File: src/rtl/sbox6_iter_engine.sv
// Multi-lane iterated 6-bit power-map S-box engine: each lane computes S^k(x), one application per clock.
// Optional abort input is enabled by defining SBOX6_ABORT_EN.
module sbox6_iter_engine #(
    parameter int LANES = 4,
    parameter int CNT_W = 4
) (
    input  logic                 clk,
    input  logic                 rst,
    input  logic                 in_valid,
    output logic                 in_ready,
    input  logic [6*LANES-1:0]   in_data,
    input  logic [CNT_W-1:0]     in_rounds,
    output logic                 out_valid,
    input  logic                 out_ready,
    output logic [6*LANES-1:0]   out_data,
    output logic                 busy
`ifdef SBOX6_ABORT_EN
    ,
    input  logic                 abort
`endif
);

    typedef enum logic [1:0] {
        IDLE = 2'd0,
        BUSY = 2'd1,
        DONE = 2'd2
    } state_t;

    state_t               state;
    logic [6*LANES-1:0]   st;
    logic [6*LANES-1:0]   st_next;
    logic [CNT_W-1:0]     cnt;
    logic                 abort_req;

`ifdef SBOX6_ABORT_EN
    assign abort_req = abort;
`else
    assign abort_req = 1'b0;
`endif

    // Chi-like 3-bit nonlinear map used on both halves of the isomorphic image.
    function automatic logic [2:0] f3(input logic [2:0] c);
        return {c[1] ^ (c[0] & ~c[2]),
                c[0] ^ (c[2] & ~c[1]),
                c[2] ^ (c[1] & ~c[0])};
    endfunction

    function automatic logic [5:0] sbox(input logic [5:0] a);
        logic [5:0] w;
        logic [5:0] p;
        logic [2:0] t;
        w[0] = a[5];
        w[1] = a[4] ^ a[5];
        w[2] = a[1] ^ a[2] ^ a[5];
        w[3] = a[2] ^ a[4] ^ a[5];
        w[4] = a[0] ^ a[1];
        w[5] = a[0] ^ a[3];
        t      = f3(w[2:0] ^ w[5:3]);
        p[2:0] = f3(w[2:0]) ^ t;
        p[5:3] = f3(w[5:3]) ^ t;
        return {p[0] ^ p[2] ^ p[3],
                p[0] ^ p[4],
                p[2],
                p[1] ^ p[2] ^ p[5],
                p[0] ^ p[1] ^ p[2] ^ p[4],
                p[0]};
    endfunction

    // NOTE: give every combinationally assigned variable a default first so no latch is inferred.
    always_comb begin
        st_next = '0;
        for (int i = 0; i < LANES; i++) begin
            st_next[6*i +: 6] = sbox(st[6*i +: 6]);
        end
    end

    // NOTE: state registers use non-blocking assignments so every flop samples pre-edge values.
    always_ff @(posedge clk) begin
        if (rst) begin
            // NOTE: st is reset too, because out_data mirrors it and must read 0 after reset.
            state     <= IDLE;
            st        <= '0;
            cnt       <= '0;
            in_ready  <= 1'b1;
            out_valid <= 1'b0;
            busy      <= 1'b0;
        end else begin
            case (state)
                IDLE: begin
                    if (in_valid) begin
                        st       <= in_data;
                        cnt      <= in_rounds;
                        in_ready <= 1'b0;
                        busy     <= 1'b1;
                        if (in_rounds == '0) begin
                            state     <= DONE;
                            out_valid <= 1'b1;
                        end else begin
                            state <= BUSY;
                        end
                    end
                end
                BUSY: begin
                    if (abort_req) begin
                        state    <= IDLE;
                        in_ready <= 1'b1;
                        busy     <= 1'b0;
                    end else begin
                        st  <= st_next;
                        cnt <= cnt - CNT_W'(1);
                        if (cnt == CNT_W'(1)) begin
                            state     <= DONE;
                            out_valid <= 1'b1;
                        end
                    end
                end
                DONE: begin
                    // Abort wins over consumption; either way the result is dropped from out_valid.
                    if (abort_req || out_ready) begin
                        state     <= IDLE;
                        out_valid <= 1'b0;
                        in_ready  <= 1'b1;
                        busy      <= 1'b0;
                    end
                end
                default: begin
                    state     <= IDLE;
                    out_valid <= 1'b0;
                    in_ready  <= 1'b1;
                    busy      <= 1'b0;
                end
            endcase
        end
    end

    assign out_data = st;

endmodule
File: config.mk
export PLATFORM = sky130hd
export DESIGN_NAME = sbox6_iter_engine
export DESIGN_NICKNAME = d
export VERILOG_FILES = /design/src/rtl/sbox6_iter_engine.sv
export SDC_FILE = /design/constraint.sdc
export NUM_CORES = 1
export LEC_CHECK = 0
export CAP_MARGIN = 40
export CORE_ASPECT_RATIO = 1.4
export CORE_MARGIN = 4
export CORE_UTILIZATION = 50
export CTS_CLUSTER_DIAMETER = 80
export DETAILED_ROUTE_END_ITERATION = 10
export GPL_TIMING_DRIVEN = 0
export PLACE_DENSITY_LB_ADDON = 0.05
export REMOVE_ABC_BUFFERS = 1
export SLEW_MARGIN = 40
export SYNTH_ARGS = -nofsm -noshare
export SYNTH_HDL_FRONTEND = slang
export SYNTH_SLANG_ARGS = --single-unit
File: constraint.sdc
create_clock -name clk -period 3.4 [get_ports clk]
set_input_delay 1.02 -clock clk [delete_from_list [all_inputs] [get_ports clk]]
set_output_delay 1.02 -clock clk [all_outputs]
set_load 0.03 [all_outputs]
# Yosys cells after proc, flatten, opt, wreduce, memory -nomap -nowiden

Index checks and enable logic that the tools add are counted.

Output and inout bits: 27
Bits of input ports: 32
Register bits after elaboration: 33
Word-level logic and storage cells: 221

$add $sub $neg: 1
Mux-type cells: 19
Equal/unequal tests: 7
Reductions and logical operators: 7
Bitwise operators: 181

Operator list:

| operator                                             | number |
|---|---|
| bitwise XOR 1 bit                                    | 96 |
| one-hot mux 24 bit (2 select lines)                  | 1 |
| NOT 1 bit                                            | 37 |
| bitwise AND 1 bit                                    | 36 |
| bitwise XOR 3 bit                                    | 12 |
| two-way mux 24 bit                                   | 1 |
| one-hot mux 1 bit (3 select lines)                   | 3 |
| two-way mux 2 bit                                    | 4 |
| inequality test 2 bit (second input constant)        | 4 |
| one-hot mux 4 bit (2 select lines)                   | 1 |
| two-way mux 1 bit                                    | 7 |
| one-hot mux 2 bit (3 select lines)                   | 1 |
| AND reduction 3 bit                                  | 2 |
| equality test 4 x 1 -> 1 bit (second input constant) | 1 |
| zero test 4 bit                                      | 1 |
| two-way mux 4 bit                                    | 1 |
| AND reduction 4 bit                                  | 1 |
| subtractor 4 x 1 -> 4 bit (second input constant)    | 1 |
| equality test 2 x 1 -> 1 bit (second input constant) | 1 |
| equality test 2 bit (second input constant)          | 1 |
| zero test 2 bit                                      | 1 |
| AND reduction 2 bit                                  | 1 |
| nonzero test 2 bit                                   | 1 |

# Depth between registers and ports, before layout

Gate-level depths: netlist (run 1).

Depth in word-level cells: 11
Depth in mapped cells: 11
Mapped depth without buffers: 9

# Worst setup path after synthesis (run 1)

No wires, ideal clock.

Path type: register to register
Start: reg st[19], in the netlist out_data[19]
End: reg st[19], in the netlist out_data[19]
Data arrival time: 2585 ps
Cell stages (with the launch flop): 12
Period minus slack after synthesis: 2671 ps
Setup time: 87 ps
Slack: 729 ps
Path buffers: 2
Required time: 3313 ps
Cell sequence: dfxtp_1 -> clkbuf_1 -> xor2_1 -> ha_1 -> clkbuf_1 -> xnor2_1 -> or3_1 -> nand2_1 -> xnor2_1 -> xor2_1 -> xnor2_1 -> a221oi_2

Longest elaborated chain between the ends: 10
Elaborated cells on any way between the ends: 27
Classes of those cells: mux (1); bitwise (26)

RTL lines:

| item                                                          | line   | text |
|---|---|---|
| start, declared                                               | 30     | `logic [6*LANES-1:0] st;` |
| start signal, assigned                                        | 91     | `st <= in_data;` |
| start signal, assigned                                        | 109    | `st <= st_next;` |
| bitwise XOR 1 bit (on tied branches)                          | 54, 56 |  |
| bitwise XOR 1 bit / bitwise XOR 3 bit (equally long branches) | 54, 58 |  |
| bitwise XOR 3 bit / NOT 1 bit (equally long branches)         | 58, 44 |  |
| bitwise AND 1 bit / NOT 1 bit (equally long branches)         | 44, 43 |  |
| bitwise XOR 1 bit / bitwise AND 1 bit (equally long branches) | 44, 43 |  |
| bitwise XOR 3 bit / bitwise XOR 1 bit (equally long branches) | 59, 43 |  |
| bitwise XOR 1 bit / bitwise XOR 3 bit (equally long branches) | 65, 59 |  |
| bitwise XOR 1 bit                                             | 65     | `p[0] ^ p[1] ^ p[2] ^ p[4],` |
| bitwise XOR 1 bit *                                           | 65     |  |
| one-hot mux 24 bit (2 select lines) *                         | 88     | `case (state)` |

Every way passes the cells marked *; elsewhere a longest branch is shown, timed or not.
A chain may end at the register's enable or synchronous reset.

# Worst setup path in the final report (run 1)

Start: reg st[13], in the netlist out_data[13]
End: reg st[14], in the netlist out_data[14]

Longest elaborated chain between the ends: 10
Elaborated cells on any way between the ends: 21
Classes of those cells: mux (1); bitwise (20)

RTL lines:

| item                                  | line | text |
|---|---|---|
| bitwise XOR 1 bit (2 in series)       | 54   | `w[2] = a[1] ^ a[2] ^ a[5];` |
| bitwise XOR 3 bit                     | 58   | `t = f3(w[2:0] ^ w[5:3]);` |
| NOT 1 bit                             | 43   | `return {c[1] ^ (c[0] & ~c[2]),` |
| bitwise AND 1 bit                     | 43   |  |
| bitwise XOR 1 bit                     | 43   |  |
| bitwise XOR 3 bit                     | 59   | `p[2:0] = f3(w[2:0]) ^ t;` |
| bitwise XOR 1 bit                     | 64   | `p[1] ^ p[2] ^ p[5],` |
| bitwise XOR 1 bit *                   | 64   |  |
| one-hot mux 24 bit (2 select lines) * | 88   |  |

Marks and branches as above.

==> results.sh, run 1 <==
export IMPL_fillers=507
export IMPL_clock_sinks=33
export IMPL_diodes=0
export IMPL_cpLargestDelayFamily="XOR/XNOR gates"
export IMPL_drt_initial_drc_count=103
export IMPL_slew_headroom_pct=56.1
export IMPL_maxCapViolations=0
export IMPL_cts_root_buffer="clkbuf_8"
export IMPL_die_w_um=72.3
export IMPL_grt_pass1_vias=2623
export IMPL_final_setup_tns_ns=0
export IMPL_die_h_um=98.0
export IMPL_cp_slowest_cell="dfxtp_1"
export IMPL_grt_max_degree=38
export IMPL_path_class="flip-flop to flip-flop"
export IMPL_wl_per_cell_um=14.5
export IMPL_die_area_um2=7080
export IMPL_cts_resized=0
export IMPL_worst_setup_path_end_kind="flip-flop"
export IMPL_worstMarginPinSlew_ns=0.654
export IMPL_status="complete, no violations"
export IMPL_worstPathCellList="xor2_1 > ha_1 > xor2_1 > mux2i_1 > xnor2_2 > xnor2_1 > xnor2_1 > xnor2_1 > a221oi_2"
export IMPL_core_area_um2=5570
export IMPL_grt_setup_unrepaired="no"
export IMPL_hpwl_mm=5.04
export IMPL_cts_max_path_buffers=2
export IMPL_critPathBufInv=0
export IMPL_syn_to_final_growth_pct=23.0
export IMPL_grt_pass1_wl_mm=11.9
export IMPL_nets=454
export IMPL_multi_input_area_um2=2100
export IMPL_path_clk_slew_ns=0.07
export IMPL_std_cell_rows=32
export IMPL_grt_util_all_layers_pct=20.5
export IMPL_fin_crit_ns=2.66
export IMPL_totalWireLength_mm=6.98
export IMPL_cts_setup_buffers=0
export IMPL_start_util_pct=51.9
export IMPL_clock_skew_final_ns=0.00412
export IMPL_period_share_pct=78.2
export IMPL_grt_ovfl_total=0
export IMPL_power_density_nw_per_um2=1300
export IMPL_ctsHoldBuffers=0
export IMPL_cp_required_ns=3.60
export IMPL_numCtsBuffers=5
export IMPL_htreeDepth=2
export IMPL_hold_class="flip-flop to flip-flop"
export IMPL_drive_gt1_share_pct=4.37
export IMPL_setup_viol=0
export IMPL_worstPathMaxFanout=8
export IMPL_hold_viol_final=0
export IMPL_first_pass_iters=4
export IMPL_remaining_drc_errors=0
export IMPL_critPathMostFrequentCell="xnor2_1"
export IMPL_power_mw=4.61
export IMPL_regArea_um2=662
export IMPL_ys_seq_elements=33
export IMPL_num_io_pins=59
export IMPL_clock_fmax_mhz=376
export IMPL_grt_antenna_before_repair=0
export IMPL_gp_congestion=0.861
export IMPL_syn_area_um2=2890
export IMPL_worstPathArrival_ns=2.85
export IMPL_startpoint_type="flip-flop"
export IMPL_slowest_delay_ns=0.51
export IMPL_slew_violations=0
export IMPL_ant_nets=0
export IMPL_dr_total_vias=2673
export IMPL_synth_cell_type_count=42
export IMPL_clk_latency_ns=0.28
export IMPL_max_vdd_ir_drop_mv=0.729
export IMPL_seq_area_frac_synth_pct=22.9
export IMPL_syn_inst=371
export IMPL_p_leak_nw=1.31
export IMPL_synth_area_per_cell_um2=7.79
export IMPL_cts_tree="built"
export IMPL_ys_warn_count=0
export IMPL_viasPerCell=5.57
export IMPL_port_buffers=58
-- power breakdown --
| part | total (mW) | switching, mW | internal [mW] |
|---|---|---|---|
| registers | 0.697 | 0.209 | 0.488 |
| logic | 3.62 | 1.86 | 1.76 |
| clock network | 0.298 | 0.137 | 0.161 |
-- flip-flops by register name (all words and copies together), names as in the netlist --
| signal | count |
|---|---|
| in_ready | 1 |
| busy | 1 |
| out_valid | 1 |
| out_data | 24 |
| state | 2 |
| cnt | 4 |
-- worst reg2reg max path: cells and delay by family, from the launching register on --
family | cells | cell delay (ns)
AO/OA/AOI/OAI | 1 | 0.20
multiplexers | 1 | 0.19
flip-flops | 1 | 0.51
XOR/XNOR | 6 | 1.36
adder cells (fa/ha/maj) | 1 | 0.30
-- worst paths after layout --
kind / slack (ns) / from / cells after the start / to
worst max-delay path: 0.74 / out_data[13] / 9 / out_data[14]
worst min-delay path: 0.47 / cnt[1] / 2 / cnt[1]
worst max register to register: 0.74 / out_data[13] / 9 / out_data[14]
worst min register to register: 0.47 / cnt[1] / 2 / cnt[1]
-- layout by cell type, fill, tap and decap left out, types with 3 or more instances in the layout --
cell type,instances
clkdlybuf4s50_1,57
clkbuf_8,6
inv_1,12
a221oi_1,4
xnor2_1,72
a211oi_1,4
nand2_1,43
a21oi_1,28
ha_1,10
nor3_1,7
dfxtp_1,32
o21ai_0,17
xor2_1,24
nor2_1,29
mux2i_1,8
a22oi_1,4
o221ai_1,12
nand3_1,3
nand2b_1,4
-- kinds of logic (layout without fill, tap and decap cells) --
logic type / count (synthesis) / count (layout) / share of synthesized area, %
multiplexers: 9 / 9 / 3.16
AO/OA/AOI/OAI: 84 / 84 / 19.3
flip-flops: 33 / 33 / 22.9
adder cells (fa/ha/maj): 10 / 10 / 4.33
buffers and inverters: 36 / 77 / 4.81
XOR/XNOR: 98 / 98 / 30.2
AND/OR/NAND/NOR: 101 / 101 / 15.3
-- cell type report --
cell class,instances,share of cell area (%)
flip-flops and latches,33,18.6
well taps,68,2.39
inverters,12,1.27
clock buffers,7,2.43
multi-input cells,302,59.1
repair buffers,58,16.2
-- routing by layer --
metal	GRT usage (%)	vias to the layer above	part of all wire, %
met5	0	-	0
met4	6.80	0	1.6
met3	3.71	12	3.4
met2	35.5	48	51
met1	25.0	1266	44
li1	-	1347	-
-- stage by stage --
step | utilization, % | std cells | cell area, um2 | setup WS (ns) | hold slack [ns]
detailed placement | 62.3 | 473 | 3470 | 0.630 | 0.469
global placement | 62.2 | 473 | 3460 | -0.180 | 0.460
finish | 63.9 | 480 | 3550 | 0.743 | 0.474
CTS | 63.8 | 480 | 3550 | 0.703 | 0.478
floorplan | - | 347 | 2800 | 0.903 | 0.439
global route | 63.9 | 480 | 3550 | 0.459 | 0.514
-- cells in the mapped netlist --
| cell | instances | share of area (%) |
|---|---|---|
| o311ai_0 | 1 | 0.30 |
| nand2_1 | 43 | 5.6 |
| nor2_1 | 30 | 3.9 |
| nor2b_1 | 3 | 0.65 |
| dfxtp_1 | 33 | 23 |
| and2_1 | 2 | 0.43 |
| xor2_1 | 24 | 7.3 |
| a21oi_1 | 28 | 4.8 |
| clkbuf_1 | 21 | 2.7 |
| o21ai_0 | 17 | 2.9 |
| xnor2_1 | 72 | 22 |
| or2_2 | 2 | 0.43 |
| ha_1 | 10 | 4.3 |
| nor3_1 | 7 | 1.2 |
| a31oi_1 | 2 | 0.43 |
| xnor2_2 | 1 | 0.56 |
| inv_1 | 12 | 1.6 |
| a221oi_2 | 2 | 1.0 |
| a32o_1 | 1 | 0.35 |
| o21bai_1 | 1 | 0.26 |
| nor4_1 | 1 | 0.22 |
| mux2_2 | 1 | 0.39 |
| xor2_2 | 1 | 0.56 |
| or4_1 | 1 | 0.26 |
| o2bb2ai_1 | 1 | 0.30 |
| o22ai_1 | 2 | 0.43 |
| a211oi_1 | 4 | 1.0 |
| or3_1 | 2 | 0.43 |
| nor4bb_1 | 1 | 0.35 |
| and3_1 | 1 | 0.22 |
| mux2i_1 | 8 | 2.8 |
| o31ai_1 | 1 | 0.26 |
| o211ai_1 | 2 | 0.52 |
| a221oi_1 | 4 | 1.2 |
| o21ba_2 | 1 | 0.35 |
| nand2b_1 | 4 | 0.87 |
| o221ai_1 | 12 | 3.6 |
| nand3b_1 | 1 | 0.26 |
| a22oi_1 | 4 | 1.0 |
| nand3_1 | 3 | 0.52 |
| o32a_1 | 1 | 0.35 |
| buf_2 | 3 | 0.52 |
Note: power is estimated with default switching activity, not from simulation.
==> run 2: changes to the inputs <==
==> constraint.sdc (replaced) <==
create_clock -name clk -period 2.7 [get_ports clk]
set_input_delay 0.81 -clock clk [delete_from_list [all_inputs] [get_ports clk]]
set_output_delay 0.81 -clock clk [all_outputs]
set_load 0.03 [all_outputs]
==> run 2 against run 1 <==
  * Clock-buffer cell count is the same
  * Highest routed layer unchanged
  * Setup slack lost 0.58 ns
  * Register-to-register slack got worse by 0.58 ns
  * Critical path depth unchanged
  * Non-clock buffer count unchanged
  * Combinational power increased by 27%
  * Maximum frequency grew 4.9%
  * Sequential cell count unchanged
  * Sequential share of layout area is 0.13 points lower
  * Design area rose by 0.88%
  * Hold slack better by 0.0010 ns
  * Largest cell class unchanged
==> results.sh, run 2 (synthesis gave the netlist of run 1 again) <==
export IMPL_slew_headroom_pct=55.5
export IMPL_wl_per_cell_um=14.7
export IMPL_slowest_delay_ns=0.61
export IMPL_max_vdd_ir_drop_mv=0.913
export IMPL_remaining_drc_errors=0
export IMPL_swShare_pct=47.7
export IMPL_diodes=0
export IMPL_die_w_um=72.3
export IMPL_cts_setup_buffers=0
export IMPL_totalWireLength_mm=7.04
export IMPL_cts_root_buffer="clkbuf_8"
export IMPL_setup_viol=0
export IMPL_power_frac_seq_pct=15.1
export IMPL_drive_gt1_share_pct=5.58
export IMPL_internal_power_mw=3.07
export IMPL_cts_tree="built"
export IMPL_syn_to_final_growth_pct=24.1
export IMPL_htreeDepth=2
export IMPL_fin_crit_ns=2.53
export IMPL_start_util_pct=51.9
export IMPL_pwr_share_comb_pct=78.6
export IMPL_grt_setup_unrepaired="yes"
export IMPL_path_clk_slew_ns=0.07
export IMPL_place_inst=473
export IMPL_status="complete, no violations"
export IMPL_viasPerCell=5.56
export IMPL_power_switching_mw=2.80
export IMPL_cts_max_path_buffers=2
export IMPL_worstMarginPinSlew_ns=0.668
export IMPL_pwr_share_clk_pct=6.4
export IMPL_clock_skew_final_ns=0.00390
export IMPL_first_pass_iters=4
export IMPL_worstPathArrival_ns=2.73
export IMPL_grt_max_degree=38
export IMPL_final_cell_mix="xnor2_1, clkdlybuf4s50_1, nand2_1, dfxtp_1, nor2_1"
export IMPL_grt_antenna_before_repair=0
export IMPL_gp_congestion=0.861
export IMPL_period_share_pct=93.8
export IMPL_final_setup_tns_ns=0
export IMPL_grt_pass1_wl_mm=11.9
export IMPL_worstHoldPathCells=2
export IMPL_clock_fmax_mhz=395
export IMPL_power_density_nw_per_um2=1640
export IMPL_p_leak_nw=1.33
export IMPL_drt_initial_drc_count=114
export IMPL_die_h_um=98.0
export IMPL_port_buffers=58
export IMPL_cp_required_ns=2.90
export IMPL_startpoint_type="flip-flop"
export IMPL_path_class="flip-flop to flip-flop"
export IMPL_clock_sinks=33
export IMPL_critPathBufInv=0
export IMPL_cp_slowest_cell="dfxtp_1"
export IMPL_dr_total_vias=2671
export IMPL_largest_reg_flops=24
export IMPL_core_area_um2=5570
export IMPL_numCtsBuffers=5
export IMPL_clk_latency_ns=0.28
export IMPL_num_io_pins=59
export IMPL_ctsHoldBuffers=0
export IMPL_r2r_cells=9
export IMPL_finalNonFillerCells=480
export IMPL_worstPathMaxFanout=10
export IMPL_grt_ovfl_total=0
export IMPL_dpl_worst_slack_ns=0.0296
export IMPL_grt_pass1_vias=2623
export IMPL_cts_resized=0
export IMPL_hold_viol_final=0
export IMPL_grt_util_all_layers_pct=20.5
export IMPL_hold_class="flip-flop to flip-flop"
export IMPL_setup_ws_ns=0.167
export IMPL_hpwl_mm=5.04
export IMPL_worstPathCellList="xor2_1 > ha_1 > xnor2_1 > or3_1 > nand2_1 > xnor2_1 > xor2_1 > xnor2_1 > a221oi_2"
export IMPL_ant_nets=0
export IMPL_maxCapViolations=0
export IMPL_std_cell_rows=32
export IMPL_cp_depth=9
export IMPL_die_area_um2=7080
export IMPL_nets=454
export IMPL_critPathMostFrequentCell="xnor2_1"
export IMPL_cpLargestDelayFamily="XOR/XNOR gates"
export IMPL_worst_setup_path_end_kind="flip-flop"
export IMPL_final_common_cell="xnor2_1"
export IMPL_power_mw=5.87
export IMPL_slew_violations=0
run 2: through the flow:
| step | util (%) | hold slack (ns) | instance area [um2] |
|---|---|---|---|
| CTS | 63.8 | 0.478 | 3550 |
| global placement | 62.2 | 0.460 | 3460 |
| finish | 64.4 | 0.475 | 3590 |
| global route | 64.4 | 0.514 | 3590 |
| detailed placement | 62.3 | 0.469 | 3470 |
| floorplan | - | 0.439 | 2800 |
run 2: worst register-to-register path, stage by stage, from the launching register on:
cell	delay, ns
dfxtp_1	0.61
xor2_1	0.20
ha_1	0.34
xnor2_1	0.20
or3_1	0.33
nand2_1	0.09
xnor2_1	0.17
xor2_1	0.20
xnor2_1	0.11
a221oi_2	0.21
run 2: path summary, 6_finish.rpt:
check	slack, ns	end	start
hold reg to reg	0.47	cnt[1]	cnt[1]
setup / recovery	0.17	out_data[19]	out_data[19]
setup reg to reg	0.17	out_data[19]	out_data[19]
hold / removal	0.47	cnt[1]	cnt[1]
run 2: layout make-up:
type | instances | area (um2)
fillers | 502 | 1980
multi-input cells | 302 | 2130
flip-flops and latches | 33 | 663
repair buffers | 58 | 576
well taps | 68 | 85.1
clock buffers | 7 | 86.3
inverters | 12 | 45.0
run 2: power by group through the flow:
stage / sequential (mW) / combinational, mW / clock (mW)
5_1_grt: 0.916 / 5.04 / 0.406
3_3_place_gp: 0.884 / 4.51 / 0
3_5_place_dp: 0.885 / 4.53 / 0
2_1_floorplan: 1.05 / 3.53 / 0
4_1_cts: 0.876 / 4.57 / 0.391
6_report: 0.884 / 4.61 / 0.374
run 2: per-layer routing:
layer	GRT usage, %	vias up	part of all wire (%)
met4	6.80	0	1.6
met5	0	-	0
li1	-	1345	-
met1	25.0	1249	43
met2	35.5	65	51
met3	3.71	12	4.7
==> run 3: changes to the inputs <==
--- a/config.mk
+++ b/config.mk
@@ -13,6 +13,7 @@
 export DETAILED_ROUTE_END_ITERATION = 10
 export GPL_TIMING_DRIVEN = 0
 export PLACE_DENSITY_LB_ADDON = 0.05
+export RECOVER_POWER = 50
 export REMOVE_ABC_BUFFERS = 1
 export SLEW_MARGIN = 40
 export SYNTH_ARGS = -nofsm -noshare
==> run 3 against run 2 <==
  * Critical path depth did not move
  * Sequential cell count unchanged
  * Cell count is the same
  * Core utilization unchanged
  * Global-route usage unchanged
  * Design area did not move
  * Critical path type unchanged
  * Highest routed layer unchanged
==> results.sh, run 3 (synthesis gave the netlist of run 1 again) <==
export IMPL_largest_reg_flops=24
export IMPL_drt_initial_drc_count=114
export IMPL_slew_violations=0
export IMPL_maxCapViolations=0
export IMPL_clk_latency_ns=0.28
export IMPL_num_io_pins=59
export IMPL_grt_pass1_wl_mm=11.9
export IMPL_period_share_pct=94.0
export IMPL_ctsHoldBuffers=0
export IMPL_status="complete, no violations"
export IMPL_startpoint_type="flip-flop"
export IMPL_worstHoldPathCells=2
export IMPL_die_area_um2=7080
export IMPL_grt_util_all_layers_pct=20.5
export IMPL_cts_tree="built"
export IMPL_core_area_um2=5570
export IMPL_first_pass_iters=4
export IMPL_min_to="cnt[1]"
export IMPL_die_w_um=72.3
export IMPL_die_h_um=98.0
export IMPL_viasPerCell=5.56
export IMPL_cts_setup_buffers=0
export IMPL_drive_gt1_share_pct=5.58
export IMPL_cts_root_buffer="clkbuf_8"
export IMPL_cts_max_path_buffers=2
export IMPL_slew_headroom_pct=56.0
export IMPL_final_common_cell="xnor2_1"
export IMPL_final_cell_area_um2=3590
export IMPL_worstPathArrival_ns=2.74
export IMPL_clock_fmax_mhz=394
export IMPL_hold_viol_final=0
export IMPL_max_vdd_ir_drop_mv=0.920
export IMPL_std_cell_rows=32
export IMPL_numCtsBuffers=5
export IMPL_setup_viol=0
export IMPL_hp_start="cnt[1]"
export IMPL_fin_crit_ns=2.54
export IMPL_fin_util_pct=64.4
export IMPL_port_buffers=58
export IMPL_clock_skew_final_ns=0.00396
export IMPL_totalWireLength_mm=7.05
export IMPL_clock_sinks=33
export IMPL_worst_setup_path_end_kind="flip-flop"
export IMPL_diodes=0
export IMPL_final_cell_mix="xnor2_1, clkdlybuf4s50_1, nand2_1, dfxtp_1, nor2_1"
export IMPL_syn_to_final_growth_pct=24.1
export IMPL_path_class="flip-flop to flip-flop"
export IMPL_power_density_nw_per_um2=1640
export IMPL_grt_pass1_vias=2623
export IMPL_fillers=502
export IMPL_dr_total_vias=2671
export IMPL_worstPathMaxFanout=10
export IMPL_grt_setup_unrepaired="yes"
export IMPL_grt_max_degree=38
export IMPL_rr_startpoint="out_data[19]"
export IMPL_hpwl_mm=5.04
export IMPL_p_leak_nw=1.34
export IMPL_post_dp_cell_area_um2=3470
export IMPL_gp_congestion=0.861
export IMPL_htreeDepth=2
export IMPL_hold_class="flip-flop to flip-flop"
export IMPL_r2r_cells=9
export IMPL_r2r_slack_ns=0.16
export IMPL_path_clk_slew_ns=0.07
export IMPL_grt_ovfl_total=0
export IMPL_nets=454
export IMPL_remaining_drc_errors=0
export IMPL_wl_per_cell_um=14.7
export IMPL_grt_antenna_before_repair=0
export IMPL_start_util_pct=51.9
export IMPL_cp_required_ns=2.90
export IMPL_ant_nets=0
export IMPL_worstMarginPinSlew_ns=0.655
export IMPL_timing_rr_end="out_data[19]"
[run 3: changes by cell type in the layout (fill, tap and decap cells not counted), sizes merged]
cell,before,now
clkdlybuf4s50,57,49
dlygate4sd3,0,8
[run 3: worst max-delay path, cell delays in order (launching register included)]
cell      delay, ns
dfxtp_1        0.60
xor2_1         0.20
ha_1           0.34
xnor2_1        0.20
or3_1          0.33
nand2_1        0.09
xnor2_1        0.17
xor2_1         0.20
xnor2_1        0.11
a221oi_2       0.21
[run 3: timing repair]
| item | 4_1_cts | 5_1_grt |
|---|---|---|
| endpoints found under the setup margin | 0 | 5 |
| resized for setup | 0 | 5 |
| hold endpoints to repair | 0 | 0 |
[run 3: layer usage]
metal	share of wire, %	wire (um)	up-vias	global-route usage, %
li1	-	-	1341	-
met1	43	3050	1262	25.0
met2	52	3630	56	35.5
met3	3.5	248	12	3.71
met4	1.6	116	0	6.80
met5	0	0	-	0
[run 3: layout make-up]
cell class                 instances  area, um2  area share, %
clock buffer                       7       86.3           2.41
inverter                          12       45.0           1.26
multi-input combinational        302       2130           59.4
sequential                        33        663           18.5
tap                               68       85.1           2.37
timing repair buffer              58        576           16.1
[run 3: metrics by stage]
step | instances | power, mW | setup WS (ns) | hold WS (ns) | TNS (ns)
after CTS | 480 | 5.84 | 0.00259 | 0.478 | 0
after global placement | 473 | 5.39 | -0.670 | 0.460 | -14.59
after global routing | 480 | 6.35 | -0.0155 | 0.514 | -0.0196
final | 480 | 5.88 | 0.161 | 0.474 | 0
after detailed placement | 473 | 5.41 | 0.0296 | 0.469 | 0
after floorplan | 347 | 4.58 | 0.203 | 0.439 | 0
[run 3: where the power goes]
part	leakage, nW	switching (mW)	internal (mW)
combinational	1.02	2.37	2.25
clock	0.0443	0.173	0.202
sequential	0.274	0.269	0.616
[run 3: how the worst max path moves through the flow]
stage | from | end | slack (ns) | depth (start not counted)
3_3_place_gp | in_valid | out_data[14] | -0.67 | 5
4_1_cts | out_data[13] | out_data[14] | 0.003 | 9
5_1_grt | out_data[13] | out_data[14] | -0.02 | 9
2_1_floorplan | out_data[13] | out_data[14] | 0.20 | 9
6_report | out_data[19] | out_data[19] | 0.16 | 9
3_5_place_dp | out_data[13] | out_data[14] | 0.03 | 9
